File: src/rtl/dmem_controller.sv
// Arbitrates the single-port data memory between the CPU MEM stage and a read-only debug port,
// stretching each access over ACCESS_LAT cycles. A starvation guard lets a long-pending debug read win.
// state    | meaning
// IDLE     | no access in flight, arbitrating
// CPU_BUSY | CPU load/store occupying the memory
// DBG_BUSY | debug read occupying the memory
module dmem_controller #(
  parameter int ACCESS_LAT = 2,
  parameter int MAX_WAIT   = 4
) (
  input  logic        clk,
  input  logic        reset,
  input  logic        cpu_MemRead,
  input  logic        cpu_MemWrite,
  input  logic [31:0] cpu_Address,
  input  logic [31:0] cpu_Writedata,
  output logic [31:0] cpu_Readdata,
  output logic        cpu_stall,
  input  logic        dbg_req,
  input  logic [31:0] dbg_Address,
  output logic [31:0] dbg_Readdata,
  output logic        dbg_ack,
  output logic        mem_MemRead,
  output logic        mem_MemWrite,
  output logic [31:0] mem_Address,
  output logic [31:0] mem_Writedata,
  input  logic [31:0] mem_Readdata
);

  localparam logic [3:0] LAT_M1 = 4'(ACCESS_LAT - 1);
  localparam logic [3:0] MAX_W  = 4'(MAX_WAIT);

  typedef enum logic [1:0] {IDLE, CPU_BUSY, DBG_BUSY} state_t;

  state_t      state_q, state_d;
  logic [3:0]  cnt_q, cnt_d;
  logic [3:0]  wcnt_q, wcnt_d;
  logic [31:0] addr_q, addr_d;
  logic [31:0] wdata_q, wdata_d;
  logic        we_q, we_d;
  logic [31:0] cpu_rdata_q, cpu_rdata_d;
  logic [31:0] dbg_rdata_q, dbg_rdata_d;
  logic        dbg_ack_q, dbg_ack_d;

  logic cpu_req;
  logic dbg_live;
  logic dbg_grant;
  logic busy;
  logic cpu_final;

  assign cpu_req   = cpu_MemRead | cpu_MemWrite;
  // The ack cycle itself is not a new request; the requester drops dbg_req on seeing the ack.
  assign dbg_live  = dbg_req & ~dbg_ack_q;
  assign busy      = (state_q != IDLE) & ~reset;
  assign cpu_final = (state_q == CPU_BUSY) && (cnt_q == 4'd0);

  always_comb begin
    state_d     = state_q;
    cnt_d       = cnt_q;
    addr_d      = addr_q;
    wdata_d     = wdata_q;
    we_d        = we_q;
    cpu_rdata_d = cpu_rdata_q;
    dbg_rdata_d = dbg_rdata_q;
    dbg_ack_d   = 1'b0;
    dbg_grant   = 1'b0;

    case (state_q)
      IDLE: begin
        if (dbg_live && (wcnt_q >= MAX_W)) begin
          dbg_grant = 1'b1;
        end else if (cpu_req) begin
          state_d = CPU_BUSY;
          cnt_d   = LAT_M1;
          addr_d  = cpu_Address;
          wdata_d = cpu_Writedata;
          we_d    = cpu_MemWrite;
        end else if (dbg_live) begin
          dbg_grant = 1'b1;
        end
        if (dbg_grant) begin
          state_d = DBG_BUSY;
          cnt_d   = LAT_M1;
          addr_d  = dbg_Address;
          wdata_d = 32'd0;
          we_d    = 1'b0;
        end
      end
      CPU_BUSY: begin
        if (cnt_q == 4'd0) begin
          state_d = IDLE;
          if (!we_q) cpu_rdata_d = mem_Readdata;
        end else begin
          cnt_d = cnt_q - 4'd1;
        end
      end
      DBG_BUSY: begin
        if (cnt_q == 4'd0) begin
          state_d     = IDLE;
          dbg_rdata_d = mem_Readdata;
          dbg_ack_d   = 1'b1;
        end else begin
          cnt_d = cnt_q - 4'd1;
        end
      end
      default: state_d = IDLE;
    endcase

    if (!dbg_req || dbg_grant) begin
      wcnt_d = 4'd0;
    end else if ((state_q != DBG_BUSY) && (wcnt_q != 4'hF)) begin
      wcnt_d = wcnt_q + 4'd1;
    end else begin
      wcnt_d = wcnt_q;
    end
  end

  always_ff @(posedge clk) begin
    if (reset) begin
      state_q     <= IDLE;
      cnt_q       <= 4'd0;
      wcnt_q      <= 4'd0;
      addr_q      <= 32'd0;
      wdata_q     <= 32'd0;
      we_q        <= 1'b0;
      cpu_rdata_q <= 32'd0;
      dbg_rdata_q <= 32'd0;
      dbg_ack_q   <= 1'b0;
    end else begin
      state_q     <= state_d;
      cnt_q       <= cnt_d;
      wcnt_q      <= wcnt_d;
      addr_q      <= addr_d;
      wdata_q     <= wdata_d;
      we_q        <= we_d;
      cpu_rdata_q <= cpu_rdata_d;
      dbg_rdata_q <= dbg_rdata_d;
      dbg_ack_q   <= dbg_ack_d;
    end
  end

  // Strobes come only from registered state so input changes cannot glitch them.
  assign mem_MemRead   = busy & ~((state_q == CPU_BUSY) & we_q);
  assign mem_MemWrite  = busy & cpu_final & we_q;
  assign mem_Address   = busy ? addr_q  : 32'd0;
  assign mem_Writedata = busy ? wdata_q : 32'd0;

  assign cpu_Readdata  = (~reset & cpu_final & ~we_q) ? mem_Readdata : cpu_rdata_q;
  assign cpu_stall     = cpu_req & ~reset & ~cpu_final;
  assign dbg_Readdata  = dbg_rdata_q;
  assign dbg_ack       = dbg_ack_q;

endmodule
File: config.mk
export PLATFORM = sky130hd
export DESIGN_NAME = dmem_controller
export DESIGN_NICKNAME = d
export VERILOG_FILES = /design/src/rtl/dmem_controller.sv
export SDC_FILE = /design/constraint.sdc
export NUM_CORES = 1
export LEC_CHECK = 0
export BUFFER_PORTS_ARGS = -buffer_cell sky130_fd_sc_hd__buf_2
export CORE_ASPECT_RATIO = 1.5
export CORE_UTILIZATION = 43
export CTS_CLUSTER_SIZE = 20
export DETAILED_ROUTE_END_ITERATION = 8
export HOLD_SLACK_MARGIN = 0.12
export PLACE_DENSITY = 0.76
export SLEW_MARGIN = 30
export SYNTH_ARGS = -nofsm -noshare
export SYNTH_HDL_FRONTEND = slang
export SYNTH_SLANG_ARGS = --single-unit
File: constraint.sdc
create_clock -name clk -period 1.5 [get_ports clk]
set_input_delay 0 -clock clk [delete_from_list [all_inputs] [get_ports clk]]
set_output_delay 0 -clock clk [all_outputs]
set_load 0.05 [all_outputs]
==> results.json <==
{
  "critPathMaxFanout": 7,
  "synth_top_cell_area_share_pct": 44.6,
  "seq_area_frac_synth_pct": 44.6,
  "slowest_delay_ns": 0.33,
  "grt_setup_unrepaired": "yes",
  "path_clk_slew_ns": 0.07,
  "status": "finished with violations",
  "critPathCaptureType": "primary output",
  "netlist_instances": 692,
  "antenna_cells": 0,
  "p_leak_uw": 0.00497,
  "max_freq_mhz": 470,
  "ys_types": 51,
  "synthTopCellsByArea": "dfxtp_1, nand2_1, and2_1",
  "gp_congestion": 0.838,
  "clock_latency_ns": 0.42,
  "layout-drive-gt1-share_pct": 46.1,
  "grt_max_degree": 46,
  "tightest_slew_ns": 0.757,
  "violations": "setup timing",
  "first_pass_iters": 5,
  "cp_slowest_cell": "dfxtp_2",
  "cts_buffer_depth": 2,
  "antenna_found_initial": 0,
  "area_growth_pct": 74.6,
  "final_nets": 1254,
  "num_vias": 7242,
  "grt_pass1_vias": 7701,
  "wl_per_cell_um": 19.3,
  "layout_setup_ws_ns": -0.629,
  "floorplan.die.width_um": 101,
  "synth_area_um2": 6280,
  "maxCapViolations": 0,
  "critical_path_required_ns": 1.50,
  "final_cells": 1321,
  "wirelength_um": 25500,
  "hold_path_class": "in2reg",
  "maxSlewViolCount": 0,
  "fillCellCount": 766,
  "finalCriticalPeriod_ns": 2.13,
  "synth_flop_cell": "dfxtp_1",
  "clock-skew-final_ns": 0.0113,
  "synth_area_leader_cell": "dfxtp_1",
  "cts-htree-levels": 4,
  "ys_async_sr_fraction_pct": 0,
  "cts_sinks": 140,
  "core_um2": 14100,
  "synth_edf_count": 0,
  "crit_type": "reg2out",
  "cp.arrival_ns": 2.13,
  "place_area_um2": 8250,
  "synth_seq_cells": 140,
  "grt_usage_pct": 33.4,
  "die_y_um": 150,
  "die_area_um2": 15100,
  "viasPerCell": 5.48,
  "drc": 0,
  "yosysWarnings": 0,
  "dpl.hpwl_um": 12200,
  "ir_drop_mv": 0.731,
  "place.port_buffers": 264,
  "antenna_left": 0,
  "dp_cells": 1140,
  "crit_chain": "inv_2 -> ha_4 -> nor3b_4 -> and2_4 -> buf_12 -> mux2_4 -> buf_6",
  "overflow": 0,
  "relSlewSlack_pct": 49.4,
  "cp-start-kind": "flop",
  "hold_violations": 0,
  "grt_pass1_wl_um": 38800,
  "period_share_pct": 142,
  "ioPinCount": 265,
  "synth_fp_nets": 830,
  "drt_iter0_markers": 434,
  "start_util_pct": 44.5,
  "stdcell_area_um2": 11000,
  "cts_made_buffers": 17,
  "cts_tree": "yes",
  "rows": 53,
  "power_density_nw_per_um2": 1200,
  "clockRootBuffer": "clkbuf_16",
  "syn_avg_cell_area_um2": 9.07,
  "setup_viol": 235
}
state kept, by name, summed over array words and instances (netlist names), 2 cells and up:
| register | flops |
|---|---|
| wcnt_q | 4 |
| addr_q | 32 |
| wdata_q | 32 |
| dbg_Readdata | 32 |
| cnt_q | 4 |
| cpu_rdata_q | 32 |
| state_q | 2 |
per-layer routing:
layer | GRT usage [%] | routed length, um | vias to the layer above
met4 | 21.8 | 1540 | 0
met5 | 0 | 0 | -
met2 | 59.8 | 13300 | 475
li1 | - | - | 3251
met1 | 33.0 | 8580 | 3376
met3 | 10.1 | 2070 | 140
power breakdown:
group          switching [uW]  internal [uW]  leakage, uW
Combinational            2320           1920      0.00352
Sequential                218           4090      0.00115
Clock                    1860           2690     0.000303
Total                    4400           8700      0.00497
cells in the mapped netlist (3+ instances only):
cell,number
nand2_1,135
dfxtp_1,140
nor2_1,20
clkbuf_1,24
mux2_4,18
buf_2,21
o21ai_1,3
a211oi_1,3
nor2_2,20
o21ai_0,33
inv_1,8
buf_6,8
a22oi_2,20
a31oi_1,36
a22oi_1,13
and2_1,66
ha_1,5
mux2_2,12
a22o_1,32
a21oi_1,37
stage by stage:
| stage | setup TNS (ns) | setup slack [ns] | total power, uW | utilization [%] | hold WS (ns) |
|---|---|---|---|---|---|
| final | -62.26 | -0.629 | 13100 | 77.6 | 0.168 |
| after global routing | -78.30 | -0.682 | 13600 | 77.6 | 0.176 |
| after CTS | -53.82 | -0.556 | 12900 | 77.2 | 0.151 |
| after detailed placement | -14.27 | -0.179 | 7610 | 58.4 | 0.237 |
| after global placement | -9.16 | -0.127 | 7550 | 58.4 | 0.231 |
| after floorplan | -6.51 | -0.109 | 6670 | - | 0.133 |
cell families (layout without fill, tap and decap cells):
group,Yosys count,count (layout),synth area share (%)
and+or+nand+nor,261,261,20.5
AOI/OAI and AO/OA,186,186,21.3
DFF,140,140,44.6
buffers and inverters,65,502,5.32
muxes,33,33,6.97
adders and majority gates,5,5,0.996
xor gates and xnor gates,2,2,0.279
worst max-delay path: cells and delay by family (launching register included):
kind | cells | cell delay, ns
DFF | 1 | 0.33
buffers and inverters | 3 | 0.41
muxes | 1 | 0.33
and+or+nand+nor | 2 | 0.52
adders and majority gates | 1 | 0.13
final cells by class:
class,instances,area (um2),share of cell area [%]
Clock buffer,17,425,3.88
Clock inverter,15,203,1.85
Inverter,9,33.8,0.308
Multi-Input combinational cell,487,3390,31.0
Sequential cell,140,2810,25.6
Tap cell,192,240,2.19
Timing Repair Buffer,461,3860,35.2
what timing repair did:
action / in CTS / in global routing
endpoints found under the setup margin: 231 / 238
resized for setup: 179 / 10
setup buffers: 10 / 4
hold endpoints to repair: 134 / 0
pin swaps: 22 / 9
hold buffers: 132 / 0
gates cloned: 4 / 0
path summary, 6_finish.rpt:
path,start,end,slack (ns),depth (start not counted)
worst max-delay path,state_q[1],cpu_Readdata[24],-0.63,7
worst max register to register,state_q[1],cpu_rdata_q[26],-0.32,9
worst min-delay path,reset,cnt_q[0],0.17,5
worst min register to register,dbg_Readdata[6],dbg_Readdata[6],0.46,2
cell usage in the layout, fill, tap and decap left out, types with 10 or more instances in the layout:
cell and instances:
a31oi_1 34, buf_2 165, a22o_1 32, a21oi_1 37, a22oi_1 13, buf_6 43, dfxtp_1 135, and2_2 48
mux2_4 32, buf_8 11, dlygate4sd3_1 132, nor2_2 21, clkbuf_16 17, nand2_1 132, a22oi_2 20, and2_1 10
buf_12 14, nor2_1 17, o21ai_0 33, buf_4 93
Note: power is estimated with default switching activity, not from simulation.
